**src/rtl/cpu_ctrl_pkg.sv**
```systemverilog
// Shared encodings for the multi-cycle RV32I control path: opcodes, immediate/ALU/PC/WB selects, states.
// Pure declarations, no timing or handshake behaviour.
package cpu_ctrl_pkg;

    localparam logic [6:0] OPC_LUI    = 7'b0110111;
    localparam logic [6:0] OPC_AUIPC  = 7'b0010111;
    localparam logic [6:0] OPC_JAL    = 7'b1101111;
    localparam logic [6:0] OPC_JALR   = 7'b1100111;
    localparam logic [6:0] OPC_BRANCH = 7'b1100011;
    localparam logic [6:0] OPC_LOAD   = 7'b0000011;
    localparam logic [6:0] OPC_STORE  = 7'b0100011;
    localparam logic [6:0] OPC_OPIMM  = 7'b0010011;
    localparam logic [6:0] OPC_OP     = 7'b0110011;

    localparam logic [2:0] EXT_I = 3'd0;
    localparam logic [2:0] EXT_U = 3'd1;
    localparam logic [2:0] EXT_S = 3'd2;
    localparam logic [2:0] EXT_B = 3'd3;
    localparam logic [2:0] EXT_J = 3'd4;

    // ALU_COPYB sits outside the {funct7[5],funct3} space used by real RV32I ops
    localparam logic [3:0] ALU_ADD   = 4'b0000;
    localparam logic [3:0] ALU_COPYB = 4'b1111;

    localparam logic [1:0] PC_SEL_PLUS4 = 2'd0;
    localparam logic [1:0] PC_SEL_IMM   = 2'd1;
    localparam logic [1:0] PC_SEL_REG   = 2'd2;

    localparam logic [1:0] WB_ALU = 2'd0;
    localparam logic [1:0] WB_MEM = 2'd1;
    localparam logic [1:0] WB_PC4 = 2'd2;

    typedef enum logic [2:0] {
        ST_FETCH, ST_DECODE, ST_EXEC, ST_MEM, ST_WB, ST_TRAP
    } state_t;

    typedef enum logic [3:0] {
        CL_LUI, CL_AUIPC, CL_JAL, CL_JALR, CL_BRANCH,
        CL_LOAD, CL_STORE, CL_OPIMM, CL_OP, CL_ILL
    } iclass_t;

endpackage

```
**src/rtl/ctrl_decode.sv**
```systemverilog
// Combinational opcode decode: instr -> immediate format, ALU operand/op selects, class, legality.
// Zero latency, no handshake.
module ctrl_decode
    import cpu_ctrl_pkg::*;
(
    input  logic [31:0] instr,
    output logic [2:0]  ext_op,
    output logic        alu_asrc,
    output logic        alu_bsrc,
    output logic [3:0]  alu_ctr,
    output iclass_t     cls,
    output logic        legal
);

    logic [2:0] funct3;
    logic       f7b5;
    logic       unused_bits;

    assign funct3      = instr[14:12];
    assign f7b5        = instr[30];
    assign unused_bits = ^{instr[31], instr[29:15], instr[11:7]};

    always_comb begin
        cls      = CL_ILL;
        ext_op   = EXT_I;
        alu_asrc = 1'b0;
        alu_bsrc = 1'b1;
        alu_ctr  = ALU_ADD;
        case (instr[6:0])
            OPC_LUI: begin
                cls     = CL_LUI;
                ext_op  = EXT_U;
                alu_ctr = ALU_COPYB;
            end
            OPC_AUIPC: begin
                cls      = CL_AUIPC;
                ext_op   = EXT_U;
                alu_asrc = 1'b1;
            end
            OPC_JAL: begin
                cls      = CL_JAL;
                ext_op   = EXT_J;
                alu_asrc = 1'b1;
            end
            OPC_JALR:  cls = CL_JALR;
            OPC_BRANCH: begin
                cls      = CL_BRANCH;
                ext_op   = EXT_B;
                alu_bsrc = 1'b0;
            end
            OPC_LOAD:  cls = CL_LOAD;
            OPC_STORE: begin
                cls    = CL_STORE;
                ext_op = EXT_S;
            end
            OPC_OPIMM: begin
                cls = CL_OPIMM;
                // only shifts carry funct7[5] (SRAI vs SRLI); elsewhere bit 30 is immediate data
                if (funct3 == 3'b001 || funct3 == 3'b101)
                    alu_ctr = {f7b5, funct3};
                else
                    alu_ctr = {1'b0, funct3};
            end
            OPC_OP: begin
                cls      = CL_OP;
                alu_bsrc = 1'b0;
                alu_ctr  = {f7b5, funct3};
            end
            default: ;
        endcase
    end

    assign legal = (cls != CL_ILL);

endmodule

```
**src/rtl/multicycle_ctrl.sv**
```systemverilog
// Multi-cycle RV32I control FSM: FETCH/DECODE/EXEC/MEM/WB, 3-5 cycles per instruction at zero wait.
// imem/dmem requests held until ready or timeout (-> sticky bus_err, TRAP until reset).
module multicycle_ctrl
    import cpu_ctrl_pkg::*;
#(
    parameter int TIMEOUT_CYCLES = 255
) (
    input  logic        clk,
    input  logic        rst_n,
    input  logic [31:0] instr,
    input  logic        branch_taken,
    output logic        imem_req,
    input  logic        imem_ready,
    output logic        dmem_req,
    output logic        dmem_we,
    input  logic        dmem_ready,
    output logic        ir_we,
    output logic        pc_we,
    output logic [1:0]  pc_sel,
    output logic [2:0]  ext_op,
    output logic        alu_asrc,
    output logic        alu_bsrc,
    output logic [3:0]  alu_ctr,
    output logic        reg_we,
    output logic [1:0]  wb_sel,
    output logic        illegal,
    output logic        bus_err
);

    localparam logic [7:0] TMO = TIMEOUT_CYCLES[7:0];

    state_t     state;
    iclass_t    cls;
    logic       legal;
    logic [7:0] wait_cnt;
    logic       tmo_hit;

    ctrl_decode u_decode (
        .instr    (instr),
        .ext_op   (ext_op),
        .alu_asrc (alu_asrc),
        .alu_bsrc (alu_bsrc),
        .alu_ctr  (alu_ctr),
        .cls      (cls),
        .legal    (legal)
    );

    // fires on the wait cycle that would bring the count up to the limit
    assign tmo_hit = (TMO != 8'd0) && ((wait_cnt + 8'd1) == TMO);

    always_ff @(posedge clk) begin
        if (!rst_n) begin
            state    <= ST_FETCH;
            wait_cnt <= '0;
            imem_req <= 1'b0;
            dmem_req <= 1'b0;
            dmem_we  <= 1'b0;
            illegal  <= 1'b0;
            bus_err  <= 1'b0;
        end else begin
            case (state)
                ST_FETCH: begin
                    if (!imem_req) begin
                        imem_req <= 1'b1;
                    end else if (imem_ready) begin
                        imem_req <= 1'b0;
                        state    <= ST_DECODE;
                    end else if (tmo_hit) begin
                        imem_req <= 1'b0;
                        bus_err  <= 1'b1;
                        state    <= ST_TRAP;
                    end else if (wait_cnt != 8'hFF) begin
                        wait_cnt <= wait_cnt + 8'd1;
                    end
                end
                ST_DECODE: begin
                    if (legal) begin
                        state <= ST_EXEC;
                    end else begin
                        illegal <= 1'b1;
                        state   <= ST_TRAP;
                    end
                end
                ST_EXEC: begin
                    wait_cnt <= '0;
                    if (cls == CL_BRANCH) begin
                        imem_req <= 1'b1;
                        state    <= ST_FETCH;
                    end else if (cls == CL_LOAD || cls == CL_STORE) begin
                        dmem_req <= 1'b1;
                        dmem_we  <= (cls == CL_STORE);
                        state    <= ST_MEM;
                    end else begin
                        state <= ST_WB;
                    end
                end
                ST_MEM: begin
                    if (dmem_ready) begin
                        dmem_req <= 1'b0;
                        dmem_we  <= 1'b0;
                        if (cls == CL_STORE) begin
                            wait_cnt <= '0;
                            imem_req <= 1'b1;
                            state    <= ST_FETCH;
                        end else begin
                            state <= ST_WB;
                        end
                    end else if (tmo_hit) begin
                        dmem_req <= 1'b0;
                        dmem_we  <= 1'b0;
                        bus_err  <= 1'b1;
                        state    <= ST_TRAP;
                    end else if (wait_cnt != 8'hFF) begin
                        wait_cnt <= wait_cnt + 8'd1;
                    end
                end
                ST_WB: begin
                    wait_cnt <= '0;
                    imem_req <= 1'b1;
                    state    <= ST_FETCH;
                end
                ST_TRAP: ;
                default: state <= ST_TRAP;
            endcase
        end
    end

    // pulses are gated by rst_n so an instruction aborted by reset never commits
    assign ir_we  = rst_n && (state == ST_FETCH) && imem_req && imem_ready;
    assign reg_we = rst_n && (state == ST_WB);
    assign pc_we  = rst_n && (((state == ST_EXEC) && (cls == CL_BRANCH))
                           || ((state == ST_MEM) && (cls == CL_STORE) && dmem_req && dmem_ready)
                           || (state == ST_WB));

    always_comb begin
        pc_sel = PC_SEL_PLUS4;
        if (state == ST_EXEC && cls == CL_BRANCH && branch_taken)
            pc_sel = PC_SEL_IMM;
        else if (state == ST_WB && cls == CL_JAL)
            pc_sel = PC_SEL_IMM;
        else if (state == ST_WB && cls == CL_JALR)
            pc_sel = PC_SEL_REG;
    end

    always_comb begin
        wb_sel = WB_ALU;
        if (cls == CL_LOAD)
            wb_sel = WB_MEM;
        else if (cls == CL_JAL || cls == CL_JALR)
            wb_sel = WB_PC4;
    end

endmodule
```
**config.mk**
```make
export PLATFORM = sky130hd
export DESIGN_NAME = multicycle_ctrl
export DESIGN_NICKNAME = d
export VERILOG_FILES = /design/src/rtl/cpu_ctrl_pkg.sv /design/src/rtl/ctrl_decode.sv /design/src/rtl/multicycle_ctrl.sv
export SDC_FILE = /design/constraint.sdc
export NUM_CORES = 1
export LEC_CHECK = 0
export ABC_AREA = 1
export BUFFER_PORTS_ARGS = -buffer_cell sky130_fd_sc_hd__buf_2
export CAP_MARGIN = 15
export CORE_MARGIN = 10
export CORE_UTILIZATION = 47
export DETAILED_ROUTE_END_ITERATION = 6
export PLACE_DENSITY = 0.87
export SYNTH_ARGS = -nofsm -noshare
export SYNTH_HDL_FRONTEND = slang
export SYNTH_SLANG_ARGS = --single-unit
```
**constraint.sdc**
```tcl
create_clock -name clk -period 1.75 [get_ports clk]
set_input_delay 0.0875 -clock clk [delete_from_list [all_inputs] [get_ports clk]]
set_output_delay 0.0875 -clock clk [all_outputs]
set_load 0.02 [all_outputs]
```
==> results by group, run 1 <==
Worst setup path
  – Largest stage delay, worst path: between 0.4 and 0.5 ns
  – CP delay by family, top: simple AND/OR/NAND/NOR gates
  – Critical path capture point type: flip-flop
  – WP data required: 1.96 ns
  – CP max FO: 8
  – Startpoint types: flip-flop
  – Worst-path cell chain: nand2_2 -> o21ai_1 -> nand3_1 -> nor2_2 -> nand3_4 -> nand3_4 -> nand2_1 -> and3_1
  – Data arrival, critical path: 1.90 ns
  – CP dominant cell by count: nand3_4
  – WS Path Type: flip-flop to flip-flop
  – Critical path buffers and inverters: 0
  – CP max-delay cell: dfxtp_2

GRT
  – GRT overflow: 0
  – Pin count of the biggest net entering global routing: 10
  – GRT Util Overall: a little over an eighth
  – Initial antenna violation count: 0
  – Number of global-route vias before repair: between 1000 and 1500
  – First-pass GRT wire length: 5960 um

Worst hold path
  – Hold Path Class: input pin to flip-flop

Logic synthesis
  – Asr flop ratio synth: 0%
  – Synth unique cells: 26
  – Post-synthesis cell count: about 230
  – Sequential fraction of the synthesis area: 24.4%
  – Synth top area cells: dfxtp_1 (24%), nand2_1 (17%), inv_1 (12%)
  – Synth warnings: 0
  – Post-synth EDFFs: 0
  – Yosys top cell area share: 24.4%
  – Synthesized Nets: 264
  – Cell type with the highest aggregate area in the netlist: dfxtp_1
  – Post-Synthesis Cell Area: between 1000 and 1500 um^2
  – Register bit total from synthesis: 16
  – Syn_area_per_cell: 5.83 um^2
  – Primary FF master, synth: dfxtp_1

Layout
  – FF+latch area: 332 um^2
  – Most frequent cells in the layout: nand2_1 (56), inv_1 (41), buf_2 (36)
  – Fillers: 260
  – Layout cells sized above 1: 29.3%
  – Layout Nets: between 300 and 400
  – Area growth, synth to finish: 27.1%
  – Design Area, Final: 1670 um^2
  – Most common cell after layout, fill and taps aside: nand2_1
  – Diode count: 0
  – Post-Layout Cell Count: 301
  – Multi-input gate area: 880 um^2

Floorplan
  – Top Ports: between 50 and 60
  – Area of the die: 5310 um^2
  – Die H: around 73 um
  – Row cnt: 19
  – Die W: 72.8 um
  – Core area: 2710 um^2
  – Starting density of the core: 48.4%

Clocking
  – Hold_buf cts: 0
  – H-Tree Depth: 1
  – Clock sink count: 16
  – CTS tree: yes
  – CTS Buf Count: 3
  – Maximum clock insertion buffer count: 2
  – CTS clk-pin slew, worst paths: between 0.1 and 0.15 ns
  – Root buffer selected by CTS: clkbuf_4
  – Clk_lat worst skew: 0.30 ns

Placement
  – Placed insts: 297
  – Post-placement cell area: roughly 1600 um^2
  – Detail Placement HPWL: 2920 um
  – RePlAce Congestion: 0.936
  – Port-buffer cells: 36
  – Pre-CTS setup slack: 0.0856 ns

Outcome
  – Outcome: completed

Drt
  – Via density: a little over 5
  – Final routed DRC violation total: 0
  – Antenna viol nets, final: 0
  – Starting DRT DRC Count: 108
  – Drt first pass iters: 4
  – Vias post-DR: roughly 1500
  – Avg WL per Cell: 12.5 um
  – WL final: roughly 3800 um

STA
  – Fin Clk Skew: 0.00382 ns
  – Fmax: 0.591 GHz
  – Slew @ Worst Pin: 0.289 ns
  – Post-route minimum period: between 1.5 and 2 ns
  – Final hold viol count: 0
  – Slew margin rel.: 80.7%
  – Setup ws final: 0.0582 ns
  – # setup viols final: 0
  – Fin crit share: a little over nine tenths
  – Slew Viols, Final: 0

Power and ir drop
  – Pwr/cell area: between 600 and 700 nW/um^2
  – Worst vdd ir: approximately 0.00075 V
  – Leakage power: 0.000933 uW

Run
  – Maxcap violations: 0
path summary, 6_finish.rpt:
path	cells after the start	endpoint	slack (ns)	from
min	3	state[0]	0.06	rst_n
max	8	wait_cnt[1]	0.06	wait_cnt[2]
max reg2reg	8	wait_cnt[1]	0.06	wait_cnt[2]
min reg2reg	2	illegal	0.46	illegal
synthesized netlist by cell type, types with 2 or more instances:
cell,instances
a21oi_1,12
and3_1,3
dfxtp_1,16
ha_1,2
inv_1,41
nand2_1,59
nand2_2,6
nand3_1,18
nand3_4,2
nand4_1,5
nor2_1,29
nor2_2,7
nor2_4,2
nor3_1,6
o21ai_0,2
o21ai_1,3
xor2_1,3
kinds of logic (layout without fill, tap and decap cells):
group	Yosys count	after routing	synth area share, %
and+or+nand+nor	139	139	50.0
adders and majority gates	2	2	1.91
buffers and inverters	43	88	12.5
DFF	16	16	24.4
AOI/OAI and AO/OA	22	22	9.25
xor gates and xnor gates	3	3	2.00
registers in the layout, summed over array words and instances, names as in the netlist:
register / cells
illegal: 1
wait_cnt: 8
bus_err: 1
state: 3
dmem_req: 1
dmem_we: 1
imem_req: 1
metrics by stage:
| step | total power [uW] | hold slack, ns | util, % | TNS [ns] |
|---|---|---|---|---|
| after global routing | 1140 | 0.0514 | 61.5 | -0.432 |
| after detailed placement | 776 | 0.387 | 57.9 | 0 |
| after global placement | 764 | 0.387 | 57.9 | 0 |
| after floorplan | 673 | 0.233 | - | 0 |
| after CTS | 1040 | 0.0590 | 59.2 | 0 |
| final | 1070 | 0.0642 | 61.5 | 0 |
layer usage:
| metal | vias to the layer above | part of all wire, % | global-route usage (%) |
|---|---|---|---|
| met5 | - | 0 | 0 |
| met4 | 0 | 1.9 | 3.80 |
| met3 | 9 | 3.6 | 3.13 |
| met2 | 45 | 53 | 25.4 |
| met1 | 674 | 41 | 14.2 |
| li1 | 796 | - | - |
layout make-up:
cell class | instances | share of cell area [%]
tap | 31 | 2.33
timing repair buffer | 41 | 13.1
inverter | 43 | 9.83
clock buffer | 4 | 2.18
sequential | 16 | 19.9
multi-input combinational | 166 | 52.7
report_power, final:
group / switching (uW) / internal [uW] / total [uW]
Sequential: 55.2 / 410 / 465
Combinational: 212 / 130 / 342
Clock: 139 / 127 / 266
Total: 406 / 668 / 1070
worst register-to-register path: stages, from the launching register on:
cell	delay, ns
dfxtp_2	0.43
nand2_2	0.11
o21ai_1	0.23
nand3_1	0.14
nor2_2	0.17
nand3_4	0.15
nand3_4	0.14
nand2_1	0.06
and3_1	0.15
timing repair:
item,4_1_cts,5_1_grt
resized for setup,0,18
setup buffers,0,0
endpoints found under the setup margin,0,15
endpoints found under the hold margin,0,0
Note: power is estimated with default switching activity, not from simulation.
==> run 2, diff against run 1 <==
==> constraint.sdc (replaced) <==
create_clock -name clk -period 1.9 [get_ports clk]
set_input_delay 0.095 -clock clk [delete_from_list [all_inputs] [get_ports clk]]
set_output_delay 0.095 -clock clk [all_outputs]
set_load 0.02 [all_outputs]
==> run 2 against run 1 <==
  * Non-clock buffer count down 4
  * Critical endpoint is now wait_cnt[4]
  * Register-to-register slack better by 0.15 ns
  * Sequential share of layout area up 0.52 points
  * Utilization down 3.4 points
  * Count of clock-buffer cells in the layout unchanged
  * Clock power down 9.8%
==> results by group, run 2 (synthesis gave the netlist of run 1 again) <==
STA
  – Slew @ Worst Pin: about 0.26 ns
  – Slew margin rel.: a little over 80%
  – Fin Clk Skew: 0.00243 ns
  – Slew Viols, Final: 0
  – Final hold viol count: 0
  – # setup viols final: 0
  – TNS Setup: 0 ns
  – Post-route minimum period: 1.69 ns
  – Unrepaired setup endpoints after global routing: no
  – Fin crit share: 89.1%
  – Fmax: approximately 0.59 GHz

Floorplan
  – Die H: 72.8 um
  – Row cnt: 19
  – Top Ports: 58
  – Die W: between 70 and 80 um
  – Core area: 2710 um^2
  – Area of the die: 5310 um^2
  – Starting density of the core: 48.4%

Placement
  – Post-placement cell area: 1540 um^2
  – Port-buffer cells: 36
  – Detail Placement HPWL: 2850 um
  – RePlAce Congestion: just over 0.9

Worst setup path
  – Worst-path cell chain: ha_1 -> nand3_1 -> xor2_1 -> nor2_2 -> nand3_4 -> nand3_4 -> nand2_1 -> and3_1
  – Data arrival, critical path: 1.90 ns
  – Startpoint types: flip-flop
  – CP dominant cell by count: nand3_4
  – Critical path capture point type: flip-flop
  – CP max FO: 8
  – WP data required: 2.11 ns
  – CP max-delay cell: dfxtp_1
  – Largest stage delay, worst path: around 0.41 ns
  – WS Path Type: flip-flop to flip-flop

Power and ir drop
  – Combinational power share: 29.5%
  – Leakage power: 0.000909 uW
  – Switching pwr: 343 uW
  – Sw frac: 36.8%
  – Power share of the clock group: 25.7%
  – Worst vdd ir: 0.000671 V
  – P_int: 591 uW
  – Sequential share of power: 44.7%
  – Pwr/cell area: between 500 and 600 nW/um^2

Clocking
  – Root buffer selected by CTS: clkbuf_4
  – Clk_lat worst skew: around 0.30 ns
  – CTS tree: yes
  – CTS clk-pin slew, worst paths: roughly 0.10 ns
  – Maximum clock insertion buffer count: 2
  – Postcts setup bufs: 0
  – Clock sink count: 16
  – CTS Buf Count: 3
  – H-Tree Depth: 1

Drt
  – Via density: 5.18
  – Drt first pass iters: 5
  – Avg WL per Cell: between 10 and 15 um
  – Vias post-DR: 1538
  – Starting DRT DRC Count: 90
  – WL final: 3400 um
  – Antenna viol nets, final: 0
  – Final routed DRC violation total: 0

Layout
  – Most common cell after layout, fill and taps aside: nand2_1
  – Area growth, synth to finish: 20.1%
  – Top Registers: wait_cnt x8, state x3
  – Design Area, Final: 1580 um^2
  – Diode count: 0
  – Most frequent cells in the layout: nand2_1 (59), inv_1 (41), buf_2 (36)
  – Top reg by flops: wait_cnt
  – Layout Nets: 306
  – Layout cells sized above 1: 23.3%
  – Max reg flops: 8

GRT
  – Met2 usage: 24.3%
  – M3 GR Usage: 4.22%
  – GRT Util Overall: 13.6%
  – GRT overflow: 0
  – First-pass GRT wire length: around 6000 um
  – Grt peak-use layer: met2
  – Number of global-route vias before repair: 1435
  – Pin count of the biggest net entering global routing: 10
  – Initial antenna violation count: 0
  – Met1 capacity usage during global routing: 15.2%

Worst hold path
  – Hold Path Class: input pin to flip-flop

Run
  – Maxcap violations: 0

Outcome
  – Outcome: completed
[run 2: cell types whose count changed in the layout (fill, tap and decap cells not counted), sizes merged]
cell,before,now
buf,41,37
[run 2: metal layers]
metal | part of all wire, % | wire length [um] | up-vias
li1 | - | - | 801
met1 | 43 | 1460 | 698
met2 | 52 | 1770 | 36
met3 | 4.5 | 153 | 3
met4 | 0.50 | 17 | 0
met5 | 0 | 0 | -
[run 2: what timing repair did]
item	4_1_cts	5_1_grt
resized for setup	0	1
endpoints found under the setup margin	0	5
hold buffers	0	0
[run 2: metrics by stage]
stage	util (%)	power [uW]	std cells	worst slack [ns]	hold slack, ns
3_3_place_gp	56.8	688	293	0.212	0.394
6_report	58.2	934	297	0.208	0.0906
3_5_place_dp	56.8	698	293	0.204	0.413
5_1_grt	58.2	1010	297	0.00998	0.0702
2_1_floorplan	-	620	225	0.313	0.241
4_1_cts	58.1	942	297	0.173	0.0762
[run 2: final timing paths]
check / from / to / slack [ns] / depth (start not counted)
setup reg to reg: wait_cnt[1] / wait_cnt[4] / 0.21 / 8
hold reg to reg: illegal / illegal / 0.46 / 2
setup / recovery: wait_cnt[1] / wait_cnt[4] / 0.21 / 8
hold / removal: rst_n / state[0] / 0.09 / 3
[run 2: power by group through the flow]
stage / registers [uW] / logic, uW / clock network (uW)
2_1_floorplan: 417 / 202 / 0
3_3_place_gp: 421 / 267 / 0
3_5_place_dp: 423 / 275 / 0
4_1_cts: 415 / 276 / 250
5_1_grt: 424 / 320 / 268
6_report: 418 / 276 / 240
[run 2: layout make-up]
class | count | area (um^2)
Sequential cell | 16 | 322
Inverter | 43 | 164
Timing Repair Buffer | 37 | 188
Clock buffer | 4 | 36.3
Tap cell | 31 | 38.8
Multi-Input combinational cell | 166 | 828
Fill cell | 278 | 1130
[run 2: worst max-delay path: cells and delay by family, from the launching register on]
kind | cells | cell delay, ns
AND/OR/NAND/NOR | 6 | 0.77
flip-flops | 1 | 0.41
adder cells (fa/ha/maj) | 1 | 0.23
XOR/XNOR | 1 | 0.18
